### src/rtl/uart_tx_scheduler_if.sv
// Signal bundle between the byte producers / UART TX core and the scheduler.
// Handshakes: inN_valid is a fire-and-forget strobe, one byte per high cycle, never back-pressured.
// tx_start is a one-cycle request and tx_busy is the acknowledge, held high while the frame shifts.
interface uart_tx_scheduler_if;
    logic [7:0] in0_data;
    logic       in0_valid;
    logic [7:0] in1_data;
    logic       in1_valid;
    logic       tx_busy;
    logic [7:0] tx_data;
    logic       tx_start;
    logic [1:0] ch_full;
    logic [1:0] ovf;
    logic       ack_err;
    logic       sched_busy;

    modport slave (
        input  in0_data, in0_valid, in1_data, in1_valid, tx_busy,
        output tx_data, tx_start, ch_full, ovf, ack_err, sched_busy
    );

    modport master (
        output in0_data, in0_valid, in1_data, in1_valid, tx_busy,
        input  tx_data, tx_start, ch_full, ovf, ack_err, sched_busy
    );
endinterface

### src/rtl/uart_tx_scheduler.sv
// Two-channel byte FIFOs feeding one UART transmitter through a round-robin scheduler
// with a start/busy handshake and an acknowledge timeout.
module uart_tx_scheduler #(
    parameter int DEPTH       = 4,
    parameter int ACK_TIMEOUT = 16
) (
    input  logic                clk,
    input  logic                rst,
    uart_tx_scheduler_if.slave  bus,
    output logic [1:0]          dbg_state_o
);
    localparam int AW = $clog2(DEPTH);
    localparam int CW = $clog2(ACK_TIMEOUT);
    localparam logic [AW:0]   FULL_CNT = (AW+1)'(DEPTH);
    localparam logic [CW-1:0] TMR_LAST = CW'(ACK_TIMEOUT - 1);

    typedef enum logic [1:0] {
        IDLE      = 2'd0,
        WAIT_ACK  = 2'd1,
        WAIT_DONE = 2'd2
    } state_e;

    state_e          state_q, state_d;
    logic [7:0]      mem_q [2][DEPTH];
    logic [AW-1:0]   wp_q  [2];
    logic [AW-1:0]   rp_q  [2];
    logic [AW:0]     cnt_q [2];
    logic [AW:0]     cnt_d [2];
    logic [7:0]      in_data [2];
    logic [1:0]      in_valid;
    logic [1:0]      full, nempty, wr, drop, pop;
    logic [1:0]      ovf_q;
    logic [7:0]      tx_data_q, tx_data_d;
    logic            tx_start_q, tx_start_d;
    logic            ack_err_q, ack_err_d;
    logic            last_q, last_d;
    logic            gch;
    logic [CW-1:0]   tmr_q, tmr_d;

    assign in_data[0] = bus.in0_data;
    assign in_data[1] = bus.in1_data;
    assign in_valid   = {bus.in1_valid, bus.in0_valid};

    // Fullness uses the registered count, so a same-cycle pop never makes room for a write.
    for (genvar g = 0; g < 2; g++) begin : g_ch
        assign full[g]   = (cnt_q[g] == FULL_CNT);
        assign nempty[g] = (cnt_q[g] != '0);
        assign wr[g]     = in_valid[g] && !full[g];
        assign drop[g]   = in_valid[g] && full[g];
        assign cnt_d[g]  = cnt_q[g] + (AW+1)'(wr[g]) - (AW+1)'(pop[g]);
    end

    always_ff @(posedge clk) begin
        if (rst) begin
            for (int ch = 0; ch < 2; ch++) begin
                wp_q[ch]  <= '0;
                rp_q[ch]  <= '0;
                cnt_q[ch] <= '0;
            end
            ovf_q <= '0;
        end else begin
            for (int ch = 0; ch < 2; ch++) begin
                if (wr[ch]) begin
                    mem_q[ch][wp_q[ch]] <= in_data[ch];
                    wp_q[ch]            <= wp_q[ch] + AW'(1);
                end
                if (pop[ch]) begin
                    rp_q[ch] <= rp_q[ch] + AW'(1);
                end
                cnt_q[ch] <= cnt_d[ch];
                if (drop[ch]) begin
                    ovf_q[ch] <= 1'b1;
                end
            end
        end
    end

    // On a tie the channel that did not win last time is granted.
    assign gch = (nempty[0] && nempty[1]) ? ~last_q : nempty[1];

    always_comb begin
        state_d    = state_q;
        tx_data_d  = tx_data_q;
        tx_start_d = 1'b0;
        ack_err_d  = ack_err_q;
        last_d     = last_q;
        tmr_d      = tmr_q;
        pop        = '0;
        case (state_q)
            IDLE: begin
                if (nempty != 2'b00) begin
                    pop[gch]   = 1'b1;
                    tx_data_d  = mem_q[gch][rp_q[gch]];
                    tx_start_d = 1'b1;
                    last_d     = gch;
                    tmr_d      = '0;
                    state_d    = WAIT_ACK;
                end
            end
            WAIT_ACK: begin
                if (bus.tx_busy) begin
                    state_d = WAIT_DONE;
                end else if (tmr_q == TMR_LAST) begin
                    ack_err_d = 1'b1;
                    state_d   = IDLE;
                end else begin
                    tmr_d = tmr_q + CW'(1);
                end
            end
            WAIT_DONE: begin
                if (!bus.tx_busy) begin
                    state_d = IDLE;
                end
            end
            default: state_d = IDLE;
        endcase
    end

    always_ff @(posedge clk) begin
        if (rst) begin
            state_q    <= IDLE;
            tx_data_q  <= 8'h00;
            tx_start_q <= 1'b0;
            ack_err_q  <= 1'b0;
            last_q     <= 1'b1;
            tmr_q      <= '0;
        end else begin
            state_q    <= state_d;
            tx_data_q  <= tx_data_d;
            tx_start_q <= tx_start_d;
            ack_err_q  <= ack_err_d;
            last_q     <= last_d;
            tmr_q      <= tmr_d;
        end
    end

    assign bus.tx_data    = tx_data_q;
    assign bus.tx_start   = tx_start_q;
    assign bus.ch_full    = full;
    assign bus.ovf        = ovf_q;
    assign bus.ack_err    = ack_err_q;
    assign bus.sched_busy = (state_q != IDLE);
    assign dbg_state_o    = state_q;
endmodule

### src/flat_wrapper.sv
// flat-port wrapper written by rule: the top's interface ports become plain ports
module uart_tx_scheduler_flat 
#(
    parameter int DEPTH       = 4,
    parameter int ACK_TIMEOUT = 16
)
  (clk, rst, dbg_state_o, bus_in0_data, bus_in0_valid, bus_in1_data, bus_in1_valid, bus_tx_busy, bus_tx_data, bus_tx_start, bus_ch_full, bus_ovf, bus_ack_err, bus_sched_busy);
  uart_tx_scheduler_if bus_i ();
  input  logic clk;
  input  logic rst;
  output logic [1:0] dbg_state_o;
  input wire logic [$bits(bus_i.in0_data)-1:0] bus_in0_data;
  input wire logic [$bits(bus_i.in0_valid)-1:0] bus_in0_valid;
  input wire logic [$bits(bus_i.in1_data)-1:0] bus_in1_data;
  input wire logic [$bits(bus_i.in1_valid)-1:0] bus_in1_valid;
  input wire logic [$bits(bus_i.tx_busy)-1:0] bus_tx_busy;
  output wire logic [$bits(bus_i.tx_data)-1:0] bus_tx_data;
  output wire logic [$bits(bus_i.tx_start)-1:0] bus_tx_start;
  output wire logic [$bits(bus_i.ch_full)-1:0] bus_ch_full;
  output wire logic [$bits(bus_i.ovf)-1:0] bus_ovf;
  output wire logic [$bits(bus_i.ack_err)-1:0] bus_ack_err;
  output wire logic [$bits(bus_i.sched_busy)-1:0] bus_sched_busy;
  assign bus_i.in0_data = bus_in0_data;
  assign bus_i.in0_valid = bus_in0_valid;
  assign bus_i.in1_data = bus_in1_data;
  assign bus_i.in1_valid = bus_in1_valid;
  assign bus_i.tx_busy = bus_tx_busy;
  assign bus_tx_data = bus_i.tx_data;
  assign bus_tx_start = bus_i.tx_start;
  assign bus_ch_full = bus_i.ch_full;
  assign bus_ovf = bus_i.ovf;
  assign bus_ack_err = bus_i.ack_err;
  assign bus_sched_busy = bus_i.sched_busy;
  uart_tx_scheduler #(.DEPTH(DEPTH), .ACK_TIMEOUT(ACK_TIMEOUT)) u_core (.clk(clk), .rst(rst), .bus(bus_i), .dbg_state_o(dbg_state_o));
endmodule
### config.mk
export PLATFORM = sky130hd
export DESIGN_NAME = uart_tx_scheduler_flat
export DESIGN_NICKNAME = d
export VERILOG_FILES = /design/src/rtl/uart_tx_scheduler_if.sv /design/src/rtl/uart_tx_scheduler.sv /design/src/flat_wrapper.sv
export SDC_FILE = /design/constraint.sdc
export NUM_CORES = 1
export LEC_CHECK = 0
export ABC_AREA = 1
export BUFFER_PORTS_ARGS = -buffer_cell sky130_fd_sc_hd__buf_2
export CAP_MARGIN = 20
export CORE_MARGIN = 2
export CORE_UTILIZATION = 53
export DETAILED_ROUTE_END_ITERATION = 8
export PLACE_DENSITY_LB_ADDON = 0.2
export SYNTH_ARGS = -nofsm -noshare
export SYNTH_HDL_FRONTEND = slang
export SYNTH_SLANG_ARGS = --single-unit
### constraint.sdc
create_clock -name clk -period 2.2 [get_ports clk]
set_input_delay 0.44 -clock clk [delete_from_list [all_inputs] [get_ports clk]]
set_output_delay 0.44 -clock clk [all_outputs]
set_load 0.01 [all_outputs]
### Word-level counts from Yosys, hierarchy flattened

Memory sizes are Yosys's and may differ from the RTL's.
Index checks and enable logic that the tools add are counted.

| cells by class | value |
|---|---|
| $lt $le $gt $ge | 7 |
| reductions and logical operators | 21 |
| eq/ne operators | 10 |
| add/sub/neg operators | 9 |
| multiplexer cells | 45 |
| bitwise operators | 12 |

Operators with widths:

| operator | count |
|---|---|
| two-way mux 32 bit | 2 |
| demux 8 bit (select 2 bit) | 2 |
| two-way mux 8 bit | 4 |
| two-way mux 2 bit | 10 |
| two-way mux 1 bit | 18 |
| binary-select mux 8 bit (select 2 bit) | 1 |
| two-way mux 4 bit | 3 |
| greater-or-equal comparator 3 bit, second input constant | 3 |
| inverter 2 -> 3 bit | 3 |
| adder 2 x 1 -> 2 bit, second input constant | 4 |
| logical AND 1 bit | 8 |
| one-hot mux 4 bit (2 select lines) | 1 |
| adder 3 x 1 -> 3 bit | 2 |
| == test 3 bit, second input constant | 2 |
| < comparator 3 x 1 -> 1 bit, second input constant | 2 |
| two-way mux 3 bit | 2 |
| inequality test 2 bit, second input constant | 3 |
| OR 1 bit | 6 |
| one-hot mux 2 bit (3 select lines) | 1 |
| AND reduction 3 bit | 2 |
| nonzero test 2 bit | 3 |
| nonzero test 3 bit | 2 |
| subtractor 3 x 1 -> 3 bit | 2 |
| adder 4 x 1 -> 4 bit, second input constant | 1 |
| 14 further kinds | 17 |

| word-level totals | value |
|---|---|
| bits of input ports | 21 |
| memories | 4 |
| register bits after elaboration | 19 |
| bits in writable memories | 78 |
| word-level logic and storage cells | 116 |

Memories:

| name | depth | width | rd ports | clocked after memory_dff | wr ports | line | text |
|---|---|---|---|---|---|---|---|
| u_core.mem_q | 2 | 32 | 1 | 0 | 2 | uart_tx_scheduler.sv:24 | `logic [7:0] mem_q [2][DEPTH];` |
| u_core.cnt_q | 2 | 3 | 2 | 0 | 2 | uart_tx_scheduler.sv:27 | `logic [AW:0] cnt_q [2];` |
| u_core.rp_q | 2 | 2 | 3 | 0 | 2 | uart_tx_scheduler.sv:26 | `logic [AW-1:0] rp_q [2];` |
| u_core.wp_q | 2 | 2 | 2 | 0 | 2 | uart_tx_scheduler.sv:25 | `logic [AW-1:0] wp_q [2];` |

### Longest topological paths before layout

Gate-level depths: netlist of the first run.

| depth | value |
|---|---|
| depth after elaboration | 13 |
| depth in mapped cells | 14 |
| depth with buffers taken out | 12 |

### Least setup slack after synthesis of the first run

OpenSTA, ideal clock, no wires.

| timing path | value |
|---|---|
| path type | register to register |
| from | mem u_core.cnt_q[0][1] (netlist name) |
| to | mem u_core.cnt_q[0][2] (netlist name) |
| stages on the path, launching flop included | 15 |
| path buffers | 2 |
| setup slack | -0.071 ns |
| arrival | 2.194 ns |
| required time | 2.122 ns |
| setup time | 0.078 ns |
| period minus slack after synthesis | 2.271 ns |
| path through | dfxtp_1 nor2_1 nand2_2 nand2_4 nand2_2 buf_6 buf_6 inv_1 nor2_1 ha_1 inv_1 ha_1 fa_1 and3_1 nor3_1 |

RTL lines:

| element | line |
|---|---|
| start, declared | uart_tx_scheduler.sv:27 |

==> results of run 1 <==
## final timing paths
check                                   endpoint  slack (ps)                               start  depth (start not counted)
hold reg to reg   u_core.bus.ovf[0]$_SDFFE_PP0P_         450      u_core.bus.ovf[0]$_SDFFE_PP0P_                          2
setup / recovery   u_core.cnt_q[0][5]$_SDFF_PP0_         160  u_core.dbg_state_o[0]$_SDFFE_PP0P_                         10
setup reg to reg   u_core.cnt_q[0][5]$_SDFF_PP0_         160  u_core.dbg_state_o[0]$_SDFFE_PP0P_                         10
hold / removal      u_core.mem_q[1][1]$_DFFE_PP_         280                     bus_in1_data[1]                          1
## flip-flops by register name (all words and copies together) (netlist names)
register and flops:
u_core.last_q 1, u_core.wp_q 4, u_core.bus.tx_start 1, u_core.mem_q 64, u_core.cnt_q 6, u_core.bus.ack_err 1, u_core.tmr_q 4, u_core.bus.tx_data 8
u_core.rp_q 4, u_core.dbg_state_o 2, u_core.bus.ovf 2
## cells by family after synthesis
| group | after synthesis | synth area share, % |
|---|---|---|
| xor gates and xnor gates | 2 | 0.404 |
| adders and majority gates | 15 | 4.67 |
| AOI/OAI and AO/OA | 20 | 2.71 |
| buffers and inverters | 59 | 6.02 |
| and+or+nand+nor | 264 | 24.9 |
| DFF | 97 | 61.3 |
## cell usage after synthesis (3+ instances only)
cell        n
nand3_1    36
nor2_1     32
o21ai_0     6
buf_6       4
inv_1      43
ha_1       13
a21oi_1    11
edfxtp_1   72
buf_2       5
clkbuf_1    3
nand2_2     3
dfxtp_1    25
nand2_1   184
## worst max-delay path: cells and delay by family, from the launching register on
kind / cells / cell delay, ps
simple gates: 2 / 380
compound gates: 2 / 210
flops: 1 / 350
fa+ha+maj: 3 / 770
buf+inv: 3 / 230
## power breakdown
| part | switching [mW] | internal (mW) | total (mW) |
|---|---|---|---|
| Clock | 0.635 | 0.536 | 1.17 |
| Sequential | 0.132 | 2.24 | 2.37 |
| Combinational | 1.88 | 0.935 | 2.82 |
## layout make-up
class                           instances  share of cell area, %
Sequential cell                        97                   54.1
Multi-Input combinational cell        301                   29.1
Timing Repair Buffer                   56                   6.65
Inverter                               45                   3.43
Tap cell                              105                   2.67
Clock buffer                            9                   2.51
Clock inverter                          7                   1.55
## stage by stage
| step | area [um^2] | util (%) |
|---|---|---|
| 2_1_floorplan | 4350 | - |
| 3_3_place_gp | 4720 | 58.3 |
| 3_5_place_dp | 4720 | 58.3 |
| 4_1_cts | 4920 | 60.8 |
| 5_1_grt | 4930 | 60.9 |
| 6_report | 4930 | 60.9 |
## metal layers
metal  part of all wire [%]  global-route usage, %  vias to the layer above
met1                     45                   25.6                     1383
met5                      0                      0                        -
met2                     49                   34.6                       60
li1                       -                      -                     1570
met3                    4.5                   4.71                       13
met4                    1.5                   7.61                        0
## repair_timing
action,CTS,global route
buffers inserted,0,0
endpoints found under the setup margin,0,1
gates resized for setup,0,1
hold buffers,0,0
==> results_dict.tcl, run 1 <==
set metrics [dict create \
    syn-num-nets 493 \
    syn_to_final_growth_pct 13.5 \
    maxCapViolCount 0 \
    finalWeightedCongestion 0.789 \
    ys_types 29 \
    io_buffers 37 \
    setup_viol 0 \
    dp_cells 604 \
    layout_common_cells "nand2_1 (184), edfxtp_1 (72), inv_1 (43), buf_2 (37), nand3_1 (36)" \
    tightest_slew_ps 470 \
    rsz0062_at_grt "no" \
    start_util_pct 53.6 \
    fin_tns_setup_ps 0 \
    cts_max_level 3 \
    diodes 0 \
    max_freq_mhz 489 \
    cp_max_fo 5 \
    cts_buffers 9 \
    hold_class "in -> reg" \
    num_vias 3026 \
    clock-sinks 97 \
    holdWs_ps 281 \
    wl_per_cell_um 13.6 \
    die-area_um2 8930 \
    yosys_warnings 0 \
    max_slew_margin_pct 68.4 \
    avgSynthCellArea_um2 9.50 \
    slew_violations 0 \
    ir_drop_uv 715 \
    grt_pass1_vias 2875 \
    worst_setup_path_start_kind "flip-flop" \
    ys_seq_area_share_pct 61.3 \
    synthArstFlopShare_pct 0 \
    dominantRegCellSynth "edfxtp_1" \
    core_um2 8090 \
    fp-row-count 33 \
    viasPerCell 4.88 \
    clk_latency_ps 370 \
    end_kind "flip-flop" \
    synth_top_cell_by_area "edfxtp_1" \
    synth_edf_count 72 \
    power.total_mw 6.35 \
    grt_max_degree 38 \
    n_fill_cell 727 \
    die_x_um 94.5 \
    arrival_ps 2310 \
    cts.path.max_buffers 2 \
    antenna_found_initial 0 \
    status "finished clean" \
    finalCriticalPeriod_ps 2040 \
    power_leakage_nw 2.26 \
    finalClockSkew_ps 11.9 \
    crit_required_ps 2460 \
    multi_input_area_um2 1440 \
    syn_area_um2 4340 \
    crit_path_frequent_cell "inv_1" \
    root_buffer "clkbuf_8" \
    hold_violations 0 \
    drive_gt1_share_pct 16.5 \
    grt_use_total_pct 20.4 \
    ant_nets 0 \
    route.detailed.drc 0 \
    final_common_cell "nand2_1" \
    pre_cts_ws_ps 136 \
    drt_iter0_markers 160 \
    grt_pass1_wl_um 13400 \
    netlist_top_cells_area "edfxtp_1 (50%), nand2_1 (16%), dfxtp_1 (12%), nand3_1 (4.1%), ha_1 (3.7%)" \
    yosysTopAreaCellShare_pct 49.8 \
    die_y_um 94.5 \
    grt-ovfl-total 0 \
    synth-seq-cells 97 \
    syn_inst 457 \
    min_period_over_period_pct 92.9 \
    clk_pin_slew_ps 100 \
    place_hpwl_um 5890 \
    final-seq-area_um2 2660 \
    path_cells "nor2_1 -> inv_1 -> nor2_1 -> ha_1 -> inv_1 -> ha_1 -> inv_1 -> fa_1 -> o21ai_0 -> a21oi_1" \
    cts_tree "built" \
    cp_slowest_stage_delay_ps 400 \
    finalNonFillerCells 620 \
    final_net_count 546 \
    pin_count 38 \
    power_density_nw_per_um2 1290 \
    drt_pass1_iterations 4 \
    worstSetupPathType "reg -> reg" \
    finalWirelength_um 8450 \
    layout_setup_ws_ps 156 \
    cp_slowest_cell "fa_1" \
]
Power figures use the tool's default switching activity.
==> run 2: changes to the inputs <==
--- a/config.mk
+++ b/config.mk
@@ -5,11 +5,12 @@
 export SDC_FILE = /design/constraint.sdc
 export NUM_CORES = 1
 export LEC_CHECK = 0
-export ABC_AREA = 1
+export ABC_AREA = 0
 export BUFFER_PORTS_ARGS = -buffer_cell sky130_fd_sc_hd__buf_2
 export CAP_MARGIN = 20
 export CORE_MARGIN = 2
 export CORE_UTILIZATION = 53
+export CTS_CLUSTER_SIZE = 24
 export DETAILED_ROUTE_END_ITERATION = 8
 export PLACE_DENSITY_LB_ADDON = 0.2
 export SYNTH_ARGS = -nofsm -noshare
==> run 2 against run 1 <==
  * The run now ends with negative setup slack left
  * Non-clock buffer count grew 12
  * Die area shrank 6.4%
  * Utilization grew 4.9 points
  * Final cell count shrank 31%
  * Sequential share of layout area grew 1.2 points
  * Register-to-register slack lost 420 ps
  * Clock-buffer cell count grew 2
  * Combinational power shrank 12%
  * Clock skew grew 3.9 ps
  * Critical path type unchanged
==> results_dict.tcl, run 2 <==
set metrics [dict create \
    drt_iter0_markers 146 \
    stdcell_area_um2 4820 \
    num_vias 2255 \
    pin_count 38 \
    post-synth-top-count-cell "edfxtp_1" \
    cts_tree "built" \
    synth_top_cell_by_area "edfxtp_1" \
    synthArstFlopShare_pct 0 \
    ys_types 34 \
    fin_tns_setup_ps -579 \
    grt_pass1_vias 2270 \
    core_um2 7330 \
    maxCapViolCount 0 \
    place_hpwl_um 4800 \
    syn_inst 259 \
    layout_setup_ws_ps -259 \
    timing.rr.start "u_core.cnt_q[0][5]$_SDFF_PP0_" \
    die-area_um2 8360 \
    cts_buffers 9 \
    ant_nets 0 \
    setup_viol 4 \
    diodes 0 \
    clk_latency_ps 360 \
    power_leakage_nw 1.78 \
    tightest_slew_ps 498 \
    hold_class "in -> reg" \
    worst_setup_path_start_kind "flip-flop" \
    clockPowerShare_pct 17.9 \
    synth_edf_count 72 \
    ir_drop_uv 780 \
    utilization_pct 65.8 \
    io_buffers 37 \
    sw_frac_of_total_pct 33.5 \
    synth-seq-cells 97 \
    die_x_um 91.4 \
    reg2reg_slack_ps -260 \
    final_common_cell "edfxtp_1" \
    r2r.worst_path.cells 11 \
    cts_max_level 3 \
    drt_pass1_iterations 4 \
    largest_reg_flops 64 \
    grt_use_met2_pct 29.2 \
    root_buffer "clkbuf_8" \
    layout_common_cells "edfxtp_1 (72), buf_2 (37), buf_4 (30), dfxtp_1 (24), nor2_1 (19)" \
    route.detailed.drc 0 \
    max_freq_mhz 407 \
    finalClockSkew_ps 15.8 \
    ys_top_cells_by_count "edfxtp_1 (72), dfxtp_1 (25), nor2_1 (20)" \
    netlist_top_cells_area "edfxtp_1 (53%), dfxtp_1 (12%), mux4_2 (8.9%), ha_1 (4.0%), a311oi_2 (3.0%)" \
    p_int_mw 4.03 \
    yosys_warnings 0 \
    cts.path.max_buffers 2 \
    dominantRegCellSynth "edfxtp_1" \
    grt_use_total_pct 17.7 \
    grt_max_degree 34 \
    arrival_ps 2690 \
    min_to "u_core.mem_q[0][6]$_DFFE_PP_" \
    drive_gt1_share_pct 39.4 \
    clk_pin_slew_ps 100 \
    slew_violations 0 \
    grt_pass1_wl_um 11200 \
    syn_to_final_growth_pct 19.1 \
    min_period_over_period_pct 112 \
    fp-row-count 31 \
    failed_checks "negative setup slack" \
    max_slew_margin_pct 66.8 \
    rsz0062_at_grt "yes" \
    grtUsageMet1_pct 22.9 \
    finalCriticalPeriod_ps 2460 \
    finalWeightedCongestion 0.783 \
    avgSynthCellArea_um2 15.6 \
    whs_path_depth 1 \
    power.switching_mw 2.03 \
    syn-num-nets 295 \
    yosysTopAreaCellShare_pct 53.4 \
    finalWirelength_um 6880 \
    grt-ovfl-total 0 \
    wl_per_cell_um 16.0 \
    end_kind "flip-flop" \
    dpl_cell_area_um2 4530 \
    die_y_um 91.4 \
    combPwrFrac_pct 41.0 \
    start_util_pct 55.3 \
    regToRegEndpoint "u_core.cnt_q[0][2]$_SDFF_PP0_" \
    syn_area_um2 4050 \
    ys_seq_area_share_pct 65.7 \
    min_from "bus_in0_data[6]" \
    worstSetupPathType "reg -> reg" \
    antenna_found_initial 0 \
    top_usage_layer "met2" \
    hold_violations 0 \
    status "finished, violations left" \
    use_met3_pct 4.98 \
    cp_max_fo 2 \
    viasPerCell 5.26 \
    pwr-share-seq_pct 41.0 \
    power_density_nw_per_um2 1260 \
    final_net_count 361 \
    clock-sinks 97 \
    crit_required_ps 2430 \
]
==> run 2: cell families after synthesis <==
| group | count (synthesis) | share of synthesized area, % |
|---|---|---|
| DFF | 97 | 65.7 |
| and+or+nand+nor | 78 | 10.3 |
| buffers and inverters | 25 | 2.78 |
| AOI/OAI and AO/OA | 19 | 5.34 |
| muxes | 16 | 8.89 |
| adders and majority gates | 15 | 5.00 |
| xor gates and xnor gates | 9 | 1.95 |
==> run 2: worst max path at each step <==
stage	from	to	slack [ps]
after floorplan	u_core.cnt_q[0][5]$_SDFF_PP0_	u_core.cnt_q[0][2]$_SDFF_PP0_	-330
after global placement	u_core.cnt_q[0][5]$_SDFF_PP0_	u_core.cnt_q[0][5]$_SDFF_PP0_	-360
after detailed placement	u_core.cnt_q[0][5]$_SDFF_PP0_	u_core.cnt_q[0][5]$_SDFF_PP0_	-430
after CTS	u_core.cnt_q[0][5]$_SDFF_PP0_	u_core.cnt_q[0][2]$_SDFF_PP0_	-250
after global routing	u_core.cnt_q[0][5]$_SDFF_PP0_	u_core.cnt_q[0][2]$_SDFF_PP0_	-380
final	u_core.cnt_q[0][5]$_SDFF_PP0_	u_core.cnt_q[0][2]$_SDFF_PP0_	-260
==> run 2: critical path: stages (launching register included) <==
cell and delay, ps:
dfxtp_2 330, or3_4 390, o41ai_4 230, buf_4 180, a21oi_4 40, ha_4 270
inv_2 40, ha_4 150, fa_2 350, xnor2_2 150, xnor2_1 180, nor2_1 50
==> run 2: power groups by stage <==
stage	registers [mW]	clock network (mW)	logic, mW
2_1_floorplan	2.46	0	1.59
3_3_place_gp	2.51	0	2.20
3_5_place_dp	2.53	0	2.23
4_1_cts	2.49	1.11	2.38
5_1_grt	2.52	1.18	2.76
6_report	2.49	1.09	2.49
==> run 2: metal layers <==
layer  vias up  wire length [um]
met5         -                 0
met4         0               127
met2        44              3420
met3        11               248
li1       1093                 -
met1      1107              3080
==> run 2: through the flow <==
stage                     cells  hold slack (ps)  setup WS, ps  power (mW)
after floorplan             259              460          -327        4.05
after global placement      409              448          -359        4.71
after detailed placement    409              459          -425        4.76
after CTS                   428              280          -254        5.99
after global routing        429              270          -377        6.46
final                       429              291          -259        6.06
==> run 2: cell type report <==
cell class,instances,area (um^2)
Sequential cell,97,2660
Fill cell,524,2510
Multi-Input combinational cell,137,1370
Timing Repair Buffer,68,430
Clock buffer,11,153
Tap cell,99,124
Inverter,12,47.5
Clock inverter,5,36.3
==> run 2: timing repair <==
| item | 4_1_cts | 5_1_grt |
|---|---|---|
| hold buffers | 0 | 0 |
| pin swaps | 9 | 2 |
| resized for setup | 9 | 5 |
| setup endpoints to repair | 4 | 4 |
| buffers inserted | 3 | 1 |
==> run 3: changes to the inputs <==
--- a/config.mk
+++ b/config.mk
@@ -5,7 +5,7 @@
 export SDC_FILE = /design/constraint.sdc
 export NUM_CORES = 1
 export LEC_CHECK = 0
-export ABC_AREA = 0
+export ABC_AREA = 1
 export BUFFER_PORTS_ARGS = -buffer_cell sky130_fd_sc_hd__buf_2
 export CAP_MARGIN = 20
 export CORE_MARGIN = 2
@@ -13,6 +13,7 @@
 export CTS_CLUSTER_SIZE = 24
 export DETAILED_ROUTE_END_ITERATION = 8
 export PLACE_DENSITY_LB_ADDON = 0.2
+export RECOVER_POWER = 50
 export SYNTH_ARGS = -nofsm -noshare
 export SYNTH_HDL_FRONTEND = slang
 export SYNTH_SLANG_ARGS = --single-unit
==> run 3 against run 2 <==
  * The run now ends clean
  * Non-clock buffer count is 12 lower
  * Setup slack better by 420 ps
  * Final area increased by 1.3%
  * Clock-buffer cell count shrank 2
  * Clock skew fell by 5.9 ps
  * Wire length grew 24%
  * First-iteration DRC count grew 31%
  * Sequential cell count unchanged
  * Utilization fell by 5.4 points
==> results_dict.tcl, run 3 (synthesized netlist as in run 1, its figures left out) <==
set metrics [dict create \
    place_hpwl_um 5890 \
    max_freq_mhz 490 \
    start_util_pct 53.6 \
    dp_cells 604 \
    grt_use_total_pct 20.4 \
    die_y_um 94.5 \
    worst_setup_path_start_kind "flip-flop" \
    min_to "u_core.mem_q[1][17]$_DFFE_PP_" \
    final_common_cell "nand2_1" \
    path_cells "nor2_1 -> inv_1 -> nor2_1 -> ha_1 -> inv_1 -> ha_1 -> inv_1 -> fa_1 -> o21ai_0 -> a21oi_1" \
    root_buffer "clkbuf_8" \
    pre_cts_ws_ps 136 \
    pin_count 38 \
    clk_latency_ps 370 \
    clockPowerShare_pct 18.5 \
    rsz0062_at_grt "no" \
    power_density_nw_per_um2 1300 \
    crit_required_ps 2460 \
    arrival_ps 2300 \
    cp_slowest_stage_delay_ps 400 \
    finalWeightedCongestion 0.789 \
    final_net_count 546 \
    core_um2 8090 \
    slew_violations 0 \
    antenna_found_initial 0 \
    cts_buffers 9 \
    cp_max_fo 5 \
    power_leakage_nw 2.15 \
    p_int_mw 3.69 \
    cts_tree "built" \
    layout_setup_ws_ps 157 \
    regToRegEndpoint "u_core.cnt_q[0][5]$_SDFF_PP0_" \
    finalClockSkew_ps 9.95 \
    finalCriticalPeriod_ps 2040 \
    finalNonFillerCells 620 \
    dpl_cell_area_um2 4720 \
    fin_tns_setup_ps 0 \
    finalWirelength_um 8500 \
    grt_pass1_wl_um 13400 \
    clock-sinks 97 \
    fp-row-count 33 \
    stdcell_area_um2 4890 \
    worstSetupPathType "reg -> reg" \
    layout_common_cells "nand2_1 (184), edfxtp_1 (72), inv_1 (43), nand3_1 (36), nor2_1 (33)" \
    grt_max_degree 38 \
    min_from "bus_in1_data[1]" \
    cts_max_level 3 \
    syn_to_final_growth_pct 12.5 \
    pwr-share-seq_pct 37.4 \
    route.detailed.drc 0 \
    power.switching_mw 2.64 \
    drt_pass1_iterations 4 \
    diodes 0 \
    wl_per_cell_um 13.7 \
    hold_class "in -> reg" \
    crit_path_frequent_cell "inv_1" \
    viasPerCell 4.87 \
    hold_violations 0 \
    grt-ovfl-total 0 \
    grt_pass1_vias 2875 \
    drt_iter0_markers 191 \
    status "finished clean" \
    timing.rr.start "u_core.dbg_state_o[0]$_SDFFE_PP0P_" \
    die_x_um 94.5 \
    num_vias 3021 \
    io_buffers 37 \
    tightest_slew_ps 470 \
    largest_reg_flops 64 \
    cts.path.max_buffers 2 \
    setup_viol 0 \
    ir_drop_uv 713 \
    maxCapViolCount 0 \
    max_slew_margin_pct 68.4 \
    min_period_over_period_pct 92.8 \
    clk_pin_slew_ps 100 \
    cp_slowest_cell "fa_1" \
    whs_path_depth 1 \
    drive_gt1_share_pct 10.5 \
    combPwrFrac_pct 44.1 \
    r2r.worst_path.cells 10 \
    ant_nets 0 \
    sw_frac_of_total_pct 41.8 \
    end_kind "flip-flop" \
    die-area_um2 8930 \
    reg2reg_slack_ps 160 \
]
run 3: changes by cell type in the layout (fill, tap and decap cells not counted), moves of 16 or more:
cell / delta
nand3_1: +22
buf_2: -30
clkbuf_1: +29
nand2_1: +175
mux4_2: -16
inv_1: +34
run 3: power by group through the flow:
stage	logic, mW	clock network (mW)	registers, mW
4_1_cts	2.82	1.18	2.37
5_1_grt	3.23	1.26	2.40
3_5_place_dp	2.81	0	2.41
6_report	2.79	1.17	2.37
2_1_floorplan	2.17	0	2.41
3_3_place_gp	2.75	0	2.39
run 3: worst max-delay path: cells and delay by family, from the launching register on:
kind	cells	cell delay (ps)
adder cells (fa/ha/maj)	3	770
AND/OR/NAND/NOR	2	380
flip-flops	1	350
buffers and inverters	3	230
AO/OA/AOI/OAI	2	210
run 3: through the flow:
stage | total power, mW | hold slack, ps | util, %
floorplan | 4.58 | 454 | -
global placement | 5.14 | 431 | 58.3
detailed placement | 5.21 | 436 | 58.3
CTS | 6.38 | 271 | 60.8
global route | 6.88 | 328 | 60.4
finish | 6.33 | 322 | 60.4
run 3: worst max path at each step:
stage	end	depth (start not counted)	slack, ps	startpoint
2_1_floorplan	u_core.cnt_q[0][2]$_SDFF_PP0_	14	20	u_core.cnt_q[0][0]$_SDFF_PP0_
3_3_place_gp	u_core.cnt_q[0][2]$_SDFF_PP0_	10	230	u_core.cnt_q[0][0]$_SDFF_PP0_
3_5_place_dp	u_core.cnt_q[0][1]$_SDFF_PP0_	10	140	u_core.cnt_q[0][0]$_SDFF_PP0_
4_1_cts	u_core.cnt_q[0][2]$_SDFF_PP0_	10	120	u_core.cnt_q[0][0]$_SDFF_PP0_
5_1_grt	u_core.cnt_q[0][5]$_SDFF_PP0_	10	8	u_core.dbg_state_o[0]$_SDFFE_PP0P_
6_report	u_core.cnt_q[0][5]$_SDFF_PP0_	10	160	u_core.dbg_state_o[0]$_SDFFE_PP0P_
run 3: cell type report:
class	instances	area (um^2)
flip-flops and latches	97	2660
fillers	740	3210
well taps	105	131
repair buffers	56	290
multi-input cells	301	1430
clock buffers	9	124
inverters	45	169
clock inverters	7	76.3
run 3: routing by layer:
metal,track usage (%),wire [um]
met1,25.6,3880
met3,4.71,390
met4,7.61,95
met2,34.6,4130
met5,0,0
run 3: repair_timing:
item | in CTS | in global routing
hold buffers | 0 | 0
resized for setup | 0 | 1
endpoints found under the setup margin | 0 | 1
buffers inserted | 0 | 0
endpoints found under the hold margin | 0 | 0
